==> src/rtl/cpu_pkg.sv <==
// Shared CPU definitions used by the fetch queue and the execute stage.
//   WORD_W        : machine word width
//   word_t        : one machine word (instruction or word address)
//   fetch_entry_t : one fetched instruction tagged with its PC
//   word_inc      : modulo-2^WORD_W increment of a word address
package cpu_pkg;

  localparam int WORD_W = 32;

  typedef logic [WORD_W-1:0] word_t;

  typedef struct packed {
    word_t pc;
    word_t ins;
  } fetch_entry_t;

  localparam int FETCH_ENTRY_W = $bits(fetch_entry_t);

  function automatic word_t word_inc(input word_t w);
    return w + word_t'(1);
  endfunction

endpackage

==> src/rtl/sync_fifo.sv <==
// Small single-clock FIFO with show-ahead head output.
// Ports:
//   clk          : clock
//   srst_i       : synchronous active-high reset (empties the FIFO)
//   push_i       : write push_data_i this cycle (ignored when full without a pop)
//   push_data_i  : data to write
//   pop_i        : remove the head this cycle (ignored when empty)
//   flush_i      : empty the FIFO after this cycle's push/pop
//   full_o       : count_o == DEPTH
//   empty_o      : count_o == 0
//   count_o      : number of stored entries
//   head_o       : oldest entry, valid whenever !empty_o
module sync_fifo #(
  parameter int DEPTH = 4,
  parameter int WIDTH = 64
) (
  input  logic                         clk,
  input  logic                         srst_i,
  input  logic                         push_i,
  input  logic [WIDTH-1:0]             push_data_i,
  input  logic                         pop_i,
  input  logic                         flush_i,
  output logic                         full_o,
  output logic                         empty_o,
  output logic [$clog2(DEPTH+1)-1:0]   count_o,
  output logic [WIDTH-1:0]             head_o
);

  localparam int AW = $clog2(DEPTH);
  localparam int CW = $clog2(DEPTH+1);

  logic [WIDTH-1:0] mem_q [DEPTH];

  logic [AW-1:0] wr_ptr_q, wr_ptr_d;
  logic [AW-1:0] rd_ptr_q, rd_ptr_d;
  logic [CW-1:0] count_q, count_d;

  logic do_push;
  logic do_pop;

  assign full_o  = (count_q == CW'(DEPTH));
  assign empty_o = (count_q == '0);
  assign count_o = count_q;

  // Show-ahead: the head is read straight out of the storage array so the
  // consumer sees it in the same cycle it becomes the oldest entry.
  assign head_o = mem_q[rd_ptr_q];

  assign do_pop  = pop_i && !empty_o;
  // A push into a full FIFO is allowed when the same cycle frees a slot.
  assign do_push = push_i && (!full_o || do_pop);

  always_comb begin
    wr_ptr_d = wr_ptr_q;
    rd_ptr_d = rd_ptr_q;
    count_d  = count_q;
    // DEPTH is a power of two, so the pointers wrap naturally.
    if (do_push) begin
      wr_ptr_d = wr_ptr_q + AW'(1);
    end
    if (do_pop) begin
      rd_ptr_d = rd_ptr_q + AW'(1);
    end
    case ({do_push, do_pop})
      2'b10:   count_d = count_q + CW'(1);
      2'b01:   count_d = count_q - CW'(1);
      default: count_d = count_q;
    endcase
    // Flush wins over everything that happened this cycle.
    if (flush_i) begin
      wr_ptr_d = '0;
      rd_ptr_d = '0;
      count_d  = '0;
    end
  end

  always_ff @(posedge clk) begin
    if (srst_i) begin
      wr_ptr_q <= '0;
      rd_ptr_q <= '0;
      count_q  <= '0;
    end else begin
      wr_ptr_q <= wr_ptr_d;
      rd_ptr_q <= rd_ptr_d;
      count_q  <= count_d;
    end
  end

  // Storage needs no reset: an entry is only observed after it was written.
  always_ff @(posedge clk) begin
    if (do_push) begin
      mem_q[wr_ptr_q] <= push_data_i;
    end
  end

endmodule

==> src/rtl/fetch_queue.sv <==
// Prefetching instruction-fetch stage in front of the execute stage.
// Issues word-addressed fetches over a request/grant memory interface with
// in-order responses, buffers {pc, ins} pairs and hands them to execute over
// a valid/ready handshake. A redirect flushes the queue and marks every
// fetch still in flight as stale so its response is discarded.
// Ports:
//   clk          : clock
//   rstd         : synchronous active-high reset
//   mem_req      : fetch request (accepted when mem_req && mem_gnt)
//   mem_addr     : word address of the request
//   mem_gnt      : memory accepts the request this cycle
//   mem_rvalid   : response valid (in request order)
//   mem_rdata    : response instruction word
//   redirect     : single-cycle pulse, restart fetch at redirect_pc
//   redirect_pc  : redirect target word address
//   ins_valid    : head instruction available
//   ins          : head instruction (0 when empty)
//   ins_pc       : PC of the head instruction (0 when empty)
//   ins_ready    : consumer takes the head this cycle
module fetch_queue import cpu_pkg::*; #(
  parameter int    DEPTH    = 4,
  parameter word_t RESET_PC = 32'h0
) (
  input  logic              clk,
  input  logic              rstd,
  output logic              mem_req,
  output logic [WORD_W-1:0] mem_addr,
  input  logic              mem_gnt,
  input  logic              mem_rvalid,
  input  logic [WORD_W-1:0] mem_rdata,
  input  logic              redirect,
  input  logic [WORD_W-1:0] redirect_pc,
  output logic              ins_valid,
  output logic [WORD_W-1:0] ins,
  output logic [WORD_W-1:0] ins_pc,
  input  logic              ins_ready
);

  localparam int CW = $clog2(DEPTH+1);

  word_t         fetch_pc_q,    fetch_pc_d;
  word_t         resp_pc_q,     resp_pc_d;
  logic [CW-1:0] outstanding_q, outstanding_d;
  logic [CW-1:0] drop_cnt_q,    drop_cnt_d;

  logic          fifo_full;
  logic          fifo_empty;
  logic [CW-1:0] fifo_count;
  fetch_entry_t  fifo_head;
  fetch_entry_t  push_entry;
  logic          fifo_push;
  logic          fifo_pop;

  logic          grant;
  logic          resp_stale;
  logic [CW:0]   credit_used;

  // ---------------------------------------------------------------------
  // Issue: a slot is reserved for every fetch in flight, so a response can
  // always be pushed without a full check.
  // ---------------------------------------------------------------------
  assign credit_used = {1'b0, fifo_count} + {1'b0, outstanding_q};
  // The full term is implied by the credit rule; it keeps the request low
  // even if the two counters were ever inconsistent.
  assign mem_req  = !rstd && !fifo_full && (credit_used < (CW+1)'(DEPTH));
  assign mem_addr = rstd ? RESET_PC : fetch_pc_q;
  assign grant    = mem_req && mem_gnt;

  // ---------------------------------------------------------------------
  // Response: responses belonging to fetches issued before the last
  // redirect are counted off by drop_cnt and never enter the queue.
  // ---------------------------------------------------------------------
  assign resp_stale = (drop_cnt_q != '0);
  assign fifo_push  = mem_rvalid && !resp_stale;
  assign push_entry = '{pc: resp_pc_q, ins: mem_rdata};

  // ---------------------------------------------------------------------
  // Consumer side
  // ---------------------------------------------------------------------
  assign ins_valid = !rstd && !fifo_empty;
  assign fifo_pop  = ins_valid && ins_ready;
  assign ins       = ins_valid ? fifo_head.ins : '0;
  assign ins_pc    = ins_valid ? fifo_head.pc  : '0;

  sync_fifo #(
    .DEPTH (DEPTH),
    .WIDTH (FETCH_ENTRY_W)
  ) u_fifo (
    .clk         (clk),
    .srst_i      (rstd),
    .push_i      (fifo_push),
    .push_data_i (push_entry),
    .pop_i       (fifo_pop),
    .flush_i     (redirect),
    .full_o      (fifo_full),
    .empty_o     (fifo_empty),
    .count_o     (fifo_count),
    .head_o      (fifo_head)
  );

  // ---------------------------------------------------------------------
  // Next state for PCs and counters
  // ---------------------------------------------------------------------
  always_comb begin
    fetch_pc_d    = fetch_pc_q;
    resp_pc_d     = resp_pc_q;
    drop_cnt_d    = drop_cnt_q;
    outstanding_d = outstanding_q + CW'(grant) - CW'(mem_rvalid);

    if (grant) begin
      fetch_pc_d = word_inc(fetch_pc_q);
    end

    if (mem_rvalid) begin
      if (resp_stale) begin
        drop_cnt_d = drop_cnt_q - CW'(1);
      end else begin
        resp_pc_d = word_inc(resp_pc_q);
      end
    end

    // Redirect is applied last: everything still in flight after this
    // cycle (including a grant made now) is stale. Reloading rather than
    // adding keeps older stale fetches covered because they are still
    // part of outstanding.
    if (redirect) begin
      fetch_pc_d = redirect_pc;
      resp_pc_d  = redirect_pc;
      drop_cnt_d = outstanding_d;
    end
  end

  always_ff @(posedge clk) begin
    if (rstd) begin
      fetch_pc_q    <= RESET_PC;
      resp_pc_q     <= RESET_PC;
      outstanding_q <= '0;
      drop_cnt_q    <= '0;
    end else begin
      fetch_pc_q    <= fetch_pc_d;
      resp_pc_q     <= resp_pc_d;
      outstanding_q <= outstanding_d;
      drop_cnt_q    <= drop_cnt_d;
    end
  end

endmodule
==> config.mk <==
export PLATFORM = sky130hd
export DESIGN_NAME = fetch_queue
export DESIGN_NICKNAME = d
export VERILOG_FILES = /design/src/rtl/cpu_pkg.sv /design/src/rtl/sync_fifo.sv /design/src/rtl/fetch_queue.sv
export SDC_FILE = /design/constraint.sdc
export NUM_CORES = 1
export LEC_CHECK = 0
export ABC_AREA = 1
export BUFFER_PORTS_ARGS = -buffer_cell sky130_fd_sc_hd__buf_2
export CORE_MARGIN = 3
export CORE_UTILIZATION = 55
export CTS_BUF_LIST = sky130_fd_sc_hd__clkbuf_8
export CTS_CLUSTER_SIZE = 14
export DETAILED_ROUTE_END_ITERATION = 8
export PLACE_DENSITY = 0.78
export SLEW_MARGIN = 30
export SYNTH_ARGS = -nofsm -noshare
export SYNTH_HDL_FRONTEND = slang
export SYNTH_SLANG_ARGS = --single-unit
==> constraint.sdc <==
create_clock -name clk -period 4.61 [get_ports clk]
set_input_delay 0.922 -clock clk [delete_from_list [all_inputs] [get_ports clk]]
set_output_delay 0.922 -clock clk [all_outputs]
set_load 0.05 [all_outputs]
==> results of run 1 <==
[metrics by stage]
stage | setup TNS, ps | area, um2 | power, mW | hold slack [ps]
finish | 0 | 17650 | 7.135 | 458.9
global route | 0 | 17650 | 7.451 | 490.5
CTS | 0 | 17640 | 7.166 | 462.1
detailed placement | 0 | 16590 | 4.668 | 452.6
global placement | 0 | 16590 | 4.633 | 446.2
floorplan | -7884 | 15420 | 4.354 | 436.5
[kinds of logic (layout without fill, tap and decap cells)]
| family | count (synthesis) | after routing |
|---|---|---|
| adder cells (fa/ha/maj) | 14 | 14 |
| flip-flops | 335 | 335 |
| AO/OA/AOI/OAI | 321 | 321 |
| AND/OR/NAND/NOR | 797 | 797 |
| multiplexers | 2 | 2 |
| buffers and inverters | 218 | 422 |
| XOR/XNOR | 13 | 13 |
[metal layers]
metal / share of wire, % / track usage (%) / vias to the layer above
li1: - / - / 6021
met1: 41 / 35.44 / 5907
met2: 47 / 42.46 / 572
met3: 9.2 / 5.848 / 83
met4: 2.6 / 7.838 / 2
met5: 0.025 / 0 / -
[registers in the layout (all words and copies together), names as in the netlist, named ones only]
name,cells
u_fifo.mem_q,256
fetch_pc_q,32
u_fifo.rd_ptr_q,2
u_fifo.wr_ptr_q,2
drop_cnt_q,3
u_fifo.count_o,3
resp_pc_q,32
outstanding_q,3
[power breakdown]
group,internal (mW),total (mW),leakage [nW],switching [mW]
Clock,1.36,2.52,0.605,1.15
Sequential,3.47,3.61,3.00,0.135
Combinational,0.262,1.01,3.36,0.745
Total,5.10,7.13,6.97,2.03
[critical path: cells and delay by family (launching register included)]
family / cells / cell delay, ps
DFF: 1 / 780
and+or+nand+nor: 2 / 230
buffers and inverters: 2 / 1010
AOI/OAI and AO/OA: 2 / 420
[path summary, 6_finish.rpt]
kind | endpoint | slack, ps | cells past startpoint
max | ins_pc[18] | 620 | 6
max reg2reg | drop_cnt_q[2]$_SDFFE_PP0P_ | 1660 | 12
min reg2reg | flop | 460 | 2
min | flop | 460 | 2
[cells in the final DEF, fill, tap and decap left out, drive strengths merged, types with 6 or more instances in the layout]
cell type  count
nand2        257
xor2           8
inv          156
nand3         99
edfxtp       256
a31oi          8
clkinv        24
o21ai        188
clkbuf        53
dfxtp         79
ha            12
nor2         413
a21oi        119
buf          184
nor3           6
nand4         15
[cell type report]
| type | count | area [um2] | share of cell area [%] |
|---|---|---|---|
| flip-flops and latches | 335 | 9274 | 52.55 |
| inverters | 141 | 529.3 | 2.999 |
| clock buffers | 53 | 729.5 | 4.133 |
| repair buffers | 184 | 1013 | 5.743 |
| clock inverters | 44 | 327.8 | 1.857 |
| well taps | 372 | 465.4 | 2.637 |
| multi-input cells | 1147 | 5309 | 30.08 |
==> flow_summary.json, run 1 <==
{
  "detail_route.first_pass.iterations": 7,
  "post_synth_and_or_nand_nor_area_fraction_pct": 21.44,
  "boundaryPins": 168,
  "synthMuxAreaShare_pct": 0.1298,
  "hpwlAfterDp_um": 25890,
  "post_cts.resized_instances": 0,
  "drv.max_cap_violation_count": 0,
  "total_number_of_clock_tree_sinks": 335,
  "die_x_um": 173.4,
  "post_synth_xor_xnor_area_pct": 0.7385,
  "critical_path.startpoint_type": "flop",
  "final_critical_path_required_period_ps": 3985,
  "drt_iter0_drc": 1118,
  "timing.critical_path.slowest_stage_cell": "sky130_fd_sc_hd__dfxtp_4",
  "final_replace_weighted_congestion": 0.9051,
  "power_per_cell_area_mw_per_mm2": 404.3,
  "grt_setup_unrepaired": "false",
  "grt_max_degree": 76,
  "crit_path_cell_trace": "buf_4 > nor2_1 > nor2_1 > o21ai_0 > a21oi_1 > buf_2",
  "insertion_delay_ps": 580,
  "maximum_fanout_along_the_worst_path": 71,
  "final_layout_size_suffix_gt1_share_pct": 15.76,
  "die_height_um": 173.4,
  "timing.rr.start": "outstanding_q[2]$_SDFF_PP0_",
  "route.final.wire_length_um": 39880,
  "syn_inst": 1700,
  "grt_remaining_overflow": 0,
  "synth.ff_latch_count": 335,
  "layoutNonFillerInstCount": 2276,
  "run_status": "finished, final reports clean",
  "antennaDiodeCount": 0,
  "fin_ws_ps": 624.6,
  "num_vias": 12590,
  "dp_slack_ps": 1168,
  "placement_rows": 60,
  "cts.hold.buffers_added": 0,
  "syn_area_per_cell_um2": 9.070,
  "yosys-top-cells-area": "sky130_fd_sc_hd__edfxtp_1 50%, sky130_fd_sc_hd__dfxtp_1 10%, sky130_fd_sc_hd__nor2_1 9.6%",
  "wire_length_of_the_first_global_routing_pass_um": 63760,
  "detail_route.drc_violations": 0,
  "skew_ps": 20.77,
  "ys_dominant_reg_cell": "sky130_fd_sc_hd__edfxtp_1",
  "tritoncts": "built",
  "final-setup-viol-count": 0,
  "first_global_vias": 12140,
  "largest_family_of_logic_cells_by_synthesized_area": "simple AND/OR/NAND/NOR gates",
  "synth.lib_cells_used.distinct": 43,
  "clkTransAtPathRegs_ps": 60,
  "synthToLayoutAreaGrowth_pct": 14.46,
  "slew_viol_final": 0,
  "floorplan.initialDensity_pct": 56.58,
  "htree_num_levels": 2,
  "critical_path_s_largest_stage_delay_ps": 780,
  "placedCellCount": 2179,
  "cts_made_buffers": 52,
  "library_cell_with_the_highest_instance_count_after_synthesis": "sky130_fd_sc_hd__nor2_1",
  "max_slew.worst_pin.slew_ps": 811.5,
  "power.ir.vdd_worst_v": 0.0002067,
  "async_flop_share_pct": 0,
  "timing.final.crit_share_pct": 86.45,
  "critical-path-top-cell-by-count": "sky130_fd_sc_hd__nor2_1",
  "crit_required_ps": 3690,
  "layout.core_utilization_pct": 64.76,
  "synth_compound_gate_area_share_pct": 10.63,
  "drtAntennaViolNets": 0,
  "seq_total_area_yosys_pct": 60.12,
  "worst_path_arrival_time_ps": 3060,
  "post_synth_most_frequent_cells": "395 x sky130_fd_sc_hd__nor2_1, 256 x sky130_fd_sc_hd__edfxtp_1, 254 x sky130_fd_sc_hd__nand2_1",
  "post-synth-top-area-fraction_pct": 49.86,
  "synth-edff-count": 256,
  "setup.worst_path.class": "reg -> out",
  "worst_hold_path_type": "reg -> reg",
  "synth_area_mm2": 0.01542,
  "timing.fmax_mhz": 250.9,
  "hold_viol_final": 0,
  "post_synth_fa_ha_maj_area_fraction_pct": 1.233,
  "wire_per_inst_um": 17.52,
  "static-leakage-power_nw": 6.967,
  "final.fill_count": 2211,
  "grt_util_all_layers_pct": 26.13,
  "ys_warn_count": 0,
  "synth.largest_area_cell": "sky130_fd_sc_hd__edfxtp_1",
  "number_of_antenna_violations_at_the_first_check_in_global_routing": 1,
  "die-area_mm2": 0.03008,
  "place.port_buffers": 167,
  "clk_root_buffer_cell": "sky130_fd_sc_hd__clkbuf_8",
  "final_nets": 1945,
  "clk_path_buf_depth": 3,
  "timing.critical_path.to_type": "output port",
  "postSynthNetCount": 1784,
  "min_from": "u_fifo.rd_ptr_q[1]$_SDFFE_PP0P_",
  "timing.max_slew.rel_slack_pct": 45.82,
  "core_area_mm2": 0.02725,
  "via_per_instance_ratio": 5.529,
  "cts.repair_timing.setup_buffer_count": 0
}
Power figures use the tool's default switching activity.
==> run 2, diff against run 1 <==
--- a/config.mk
+++ b/config.mk
@@ -5,14 +5,13 @@
 export SDC_FILE = /design/constraint.sdc
 export NUM_CORES = 1
 export LEC_CHECK = 0
-export ABC_AREA = 1
 export BUFFER_PORTS_ARGS = -buffer_cell sky130_fd_sc_hd__buf_2
 export CORE_MARGIN = 3
 export CORE_UTILIZATION = 55
 export CTS_BUF_LIST = sky130_fd_sc_hd__clkbuf_8
 export CTS_CLUSTER_SIZE = 14
 export DETAILED_ROUTE_END_ITERATION = 8
-export PLACE_DENSITY = 0.78
+export PLACE_DENSITY = 0.79
 export SLEW_MARGIN = 30
 export SYNTH_ARGS = -nofsm -noshare
 export SYNTH_HDL_FRONTEND = slang
==> run 2 against run 1 <==
Compared with the run above:
- via count is 33% lower
- final cell count fell by 34%
- largest cell class unchanged
- synthesized cell count shrank 44%
- sequential power is essentially flat
- first-iteration DRC count is 48% lower
- routed wire length is 27% lower
==> flow_summary.json, run 2 <==
{
  "synthToLayoutAreaGrowth_pct": 15.55,
  "post-synth-top-area-fraction_pct": 54.44,
  "tritoncts": "built",
  "mostFrequentLayoutCell": "sky130_fd_sc_hd__edfxtp_1",
  "synth.largest_area_cell": "sky130_fd_sc_hd__edfxtp_1",
  "postSynthNetCount": 1041,
  "register_area_mm2": 0.009276,
  "synth.ff_latch_count": 335,
  "detail_route.drc_violations": 0,
  "detail_route.first_pass.iterations": 5,
  "wire_per_inst_um": 19.27,
  "worst_path_arrival_time_ps": 2710,
  "boundaryPins": 168,
  "first_global_vias": 8628,
  "insertion_delay_ps": 560,
  "num_vias": 8444,
  "tns_ps": 0,
  "critical_path.startpoint_type": "flop",
  "number_of_antenna_violations_at_the_first_check_in_global_routing": 2,
  "cts_made_buffers": 52,
  "run_status": "finished, final reports clean",
  "grt_setup_unrepaired": "false",
  "final_critical_path_required_period_ps": 3631,
  "clk_path_buf_depth": 3,
  "timing.fmax_mhz": 275.4,
  "floorplan.initialDensity_pct": 56.08,
  "clkTransAtPathRegs_ps": 60,
  "core_area_mm2": 0.02518,
  "placement_rows": 58,
  "multi_input_comb_area_mm2": 0.004474,
  "die_height_um": 166.2,
  "grt_remaining_overflow": 0,
  "layout.core_utilization_pct": 64.80,
  "async_flop_share_pct": 0,
  "wire_length_of_the_first_global_routing_pass_um": 46100,
  "final.fill_count": 1834,
  "grt_max_degree": 65,
  "cts.repair_timing.setup_buffer_count": 0,
  "clk_root_buffer_cell": "sky130_fd_sc_hd__clkbuf_8",
  "ys_dominant_reg_cell": "sky130_fd_sc_hd__edfxtp_1",
  "crit_required_ps": 3690,
  "via_per_instance_ratio": 5.599,
  "syn_inst": 957,
  "layout.cells.most_common_list": "256 x sky130_fd_sc_hd__edfxtp_1, 167 x sky130_fd_sc_hd__buf_2, 77 x sky130_fd_sc_hd__dfxtp_1, 71 x sky130_fd_sc_hd__inv_1, 65 x sky130_fd_sc_hd__and2_1",
  "final_layout_size_suffix_gt1_share_pct": 27.10,
  "grt_util_all_layers_pct": 20.82,
  "max_slew.worst_pin.slew_ps": 797.9,
  "timing.final.crit_share_pct": 78.77,
  "die_x_um": 166.2,
  "skew_ps": 25.78,
  "final_nets": 1220,
  "layout_top_registers": "u_fifo.mem_q (256), fetch_pc_q (32), resp_pc_q (32)",
  "place.port_buffers": 167,
  "die-area_mm2": 0.02763,
  "static-leakage-power_nw": 5.836,
  "final-setup-viol-count": 0,
  "worst_hold_path_type": "reg -> reg",
  "seq_total_area_yosys_pct": 65.64,
  "cts.hold.buffers_added": 0,
  "maximum_fanout_along_the_worst_path": 37,
  "drt_iter0_drc": 579,
  "route.final.wire_length_um": 29060,
  "power_per_cell_area_mw_per_mm2": 413.3,
  "syn_area_per_cell_um2": 14.76,
  "drtAntennaViolNets": 0,
  "final_replace_weighted_congestion": 0.8549,
  "timing.max_slew.rel_slack_pct": 46.81,
  "drv.max_cap_violation_count": 0,
  "timing.critical_path.to_type": "output port",
  "hold_viol_final": 0,
  "synth-edff-count": 256,
  "post_synth_most_frequent_cells": "256 x sky130_fd_sc_hd__edfxtp_1, 79 x sky130_fd_sc_hd__dfxtp_1, 69 x sky130_fd_sc_hd__and2_1",
  "yosys-top-cells-area": "sky130_fd_sc_hd__edfxtp_1 54%, sky130_fd_sc_hd__dfxtp_1 11%, sky130_fd_sc_hd__mux4_2 10%",
  "synth_area_mm2": 0.01412,
  "library_cell_with_the_highest_instance_count_after_synthesis": "sky130_fd_sc_hd__edfxtp_1",
  "power.ir.vdd_worst_v": 0.0002175,
  "htree_num_levels": 2,
  "largest_register_ff_count": 256,
  "max_flop_register": "u_fifo.mem_q",
  "ys_warn_count": 0,
  "hpwlAfterDp_um": 18370,
  "synth.lib_cells_used.distinct": 48,
  "slew_viol_final": 0,
  "total_number_of_clock_tree_sinks": 335,
  "post_cts.resized_instances": 0,
  "setup.worst_path.class": "reg -> out"
}
-- run 2: changes by cell type after synthesis, moves of 48 or more --
cell                      delta
sky130_fd_sc_hd__nor2_1    -366
sky130_fd_sc_hd__nand2_1   -220
sky130_fd_sc_hd__o21ai_0   -163
sky130_fd_sc_hd__a21oi_1    -88
sky130_fd_sc_hd__inv_1      -87
sky130_fd_sc_hd__nand3_1    -75
sky130_fd_sc_hd__and2_1     +68
sky130_fd_sc_hd__mux4_2     +64
sky130_fd_sc_hd__xnor2_1    +48
-- run 2: path summary, 6_finish.rpt --
| kind | start | endpoint | slack [ps] | cells past startpoint |
|---|---|---|---|---|
| worst min register to register | u_fifo.rd_ptr_q[0]$_SDFFE_PP0P_ | u_fifo.rd_ptr_q[0]$_SDFFE_PP0P_ | 550 | 2 |
| worst max-delay path | flop | ins[19] | 980 | 4 |
| worst min-delay path | u_fifo.rd_ptr_q[0]$_SDFFE_PP0P_ | u_fifo.rd_ptr_q[0]$_SDFFE_PP0P_ | 550 | 2 |
| worst max register to register | u_fifo.count_o[2]$_SDFFE_PP0P_ | drop_cnt_q[2]$_SDFFE_PP0P_ | 1580 | 13 |
-- run 2: cells by family (layout without fill, tap and decap cells) --
| family | Yosys count | count (layout) | synth area share [%] |
|---|---|---|---|
| compound gates | 109 | 109 | 5.228 |
| buf+inv | 103 | 323 | 2.800 |
| mux | 65 | 65 | 10.28 |
| simple gates | 267 | 267 | 10.74 |
| other cells | 0 | 1 | 0 |
| flops | 335 | 335 | 65.64 |
| xor+xnor | 64 | 64 | 3.970 |
| fa+ha+maj | 14 | 14 | 1.347 |
-- run 2: worst max-delay path: stages (launching register included) --
cell,delay (ps)
sky130_fd_sc_hd__dfxtp_4,880
sky130_fd_sc_hd__buf_4,360
sky130_fd_sc_hd__mux4_2,540
sky130_fd_sc_hd__and2_1,180
sky130_fd_sc_hd__buf_2,210
-- run 2: routing by layer --
| metal | vias to the layer above | share of wire [%] | global-route usage, % |
|---|---|---|---|
| li1 | 3943 | - | - |
| met1 | 4143 | 44 | 29.54 |
| met2 | 317 | 47 | 33.37 |
| met3 | 41 | 6.8 | 3.975 |
| met4 | 0 | 1.8 | 6.241 |
| met5 | - | 0 | 0 |
-- run 2: power by group --
group | switching [mW] | leakage, nW | internal, mW
Sequential | 0.125 | 3.01 | 3.51
Combinational | 0.551 | 2.26 | 0.338
Clock | 1.06 | 0.574 | 1.15
-- run 2: final cells by class --
class / instances / area share [%]
tap: 330 / 2.530
sequential: 335 / 56.85
antenna: 1 / 0.01534
clock buffer: 55 / 4.639
inverter: 48 / 1.104
timing repair buffer: 180 / 6.303
clock inverter: 40 / 1.135
multi-input combinational: 519 / 27.42
-- run 2: stage by stage --
stage / hold WS, ps / setup WS [ps] / cell area [um2] / power (mW) / instances
detailed placement: 525.1 / 1118 / 15340 / 4.595 / 1411
global placement: 508.8 / 1200 / 15340 / 4.562 / 1411
finish: 549.9 / 978.6 / 16320 / 6.744 / 1508
floorplan: 483.8 / 1070 / 14120 / 4.304 / 957
CTS: 539.3 / 863.7 / 16290 / 6.810 / 1506
global route: 556.9 / 744.0 / 16320 / 7.039 / 1508
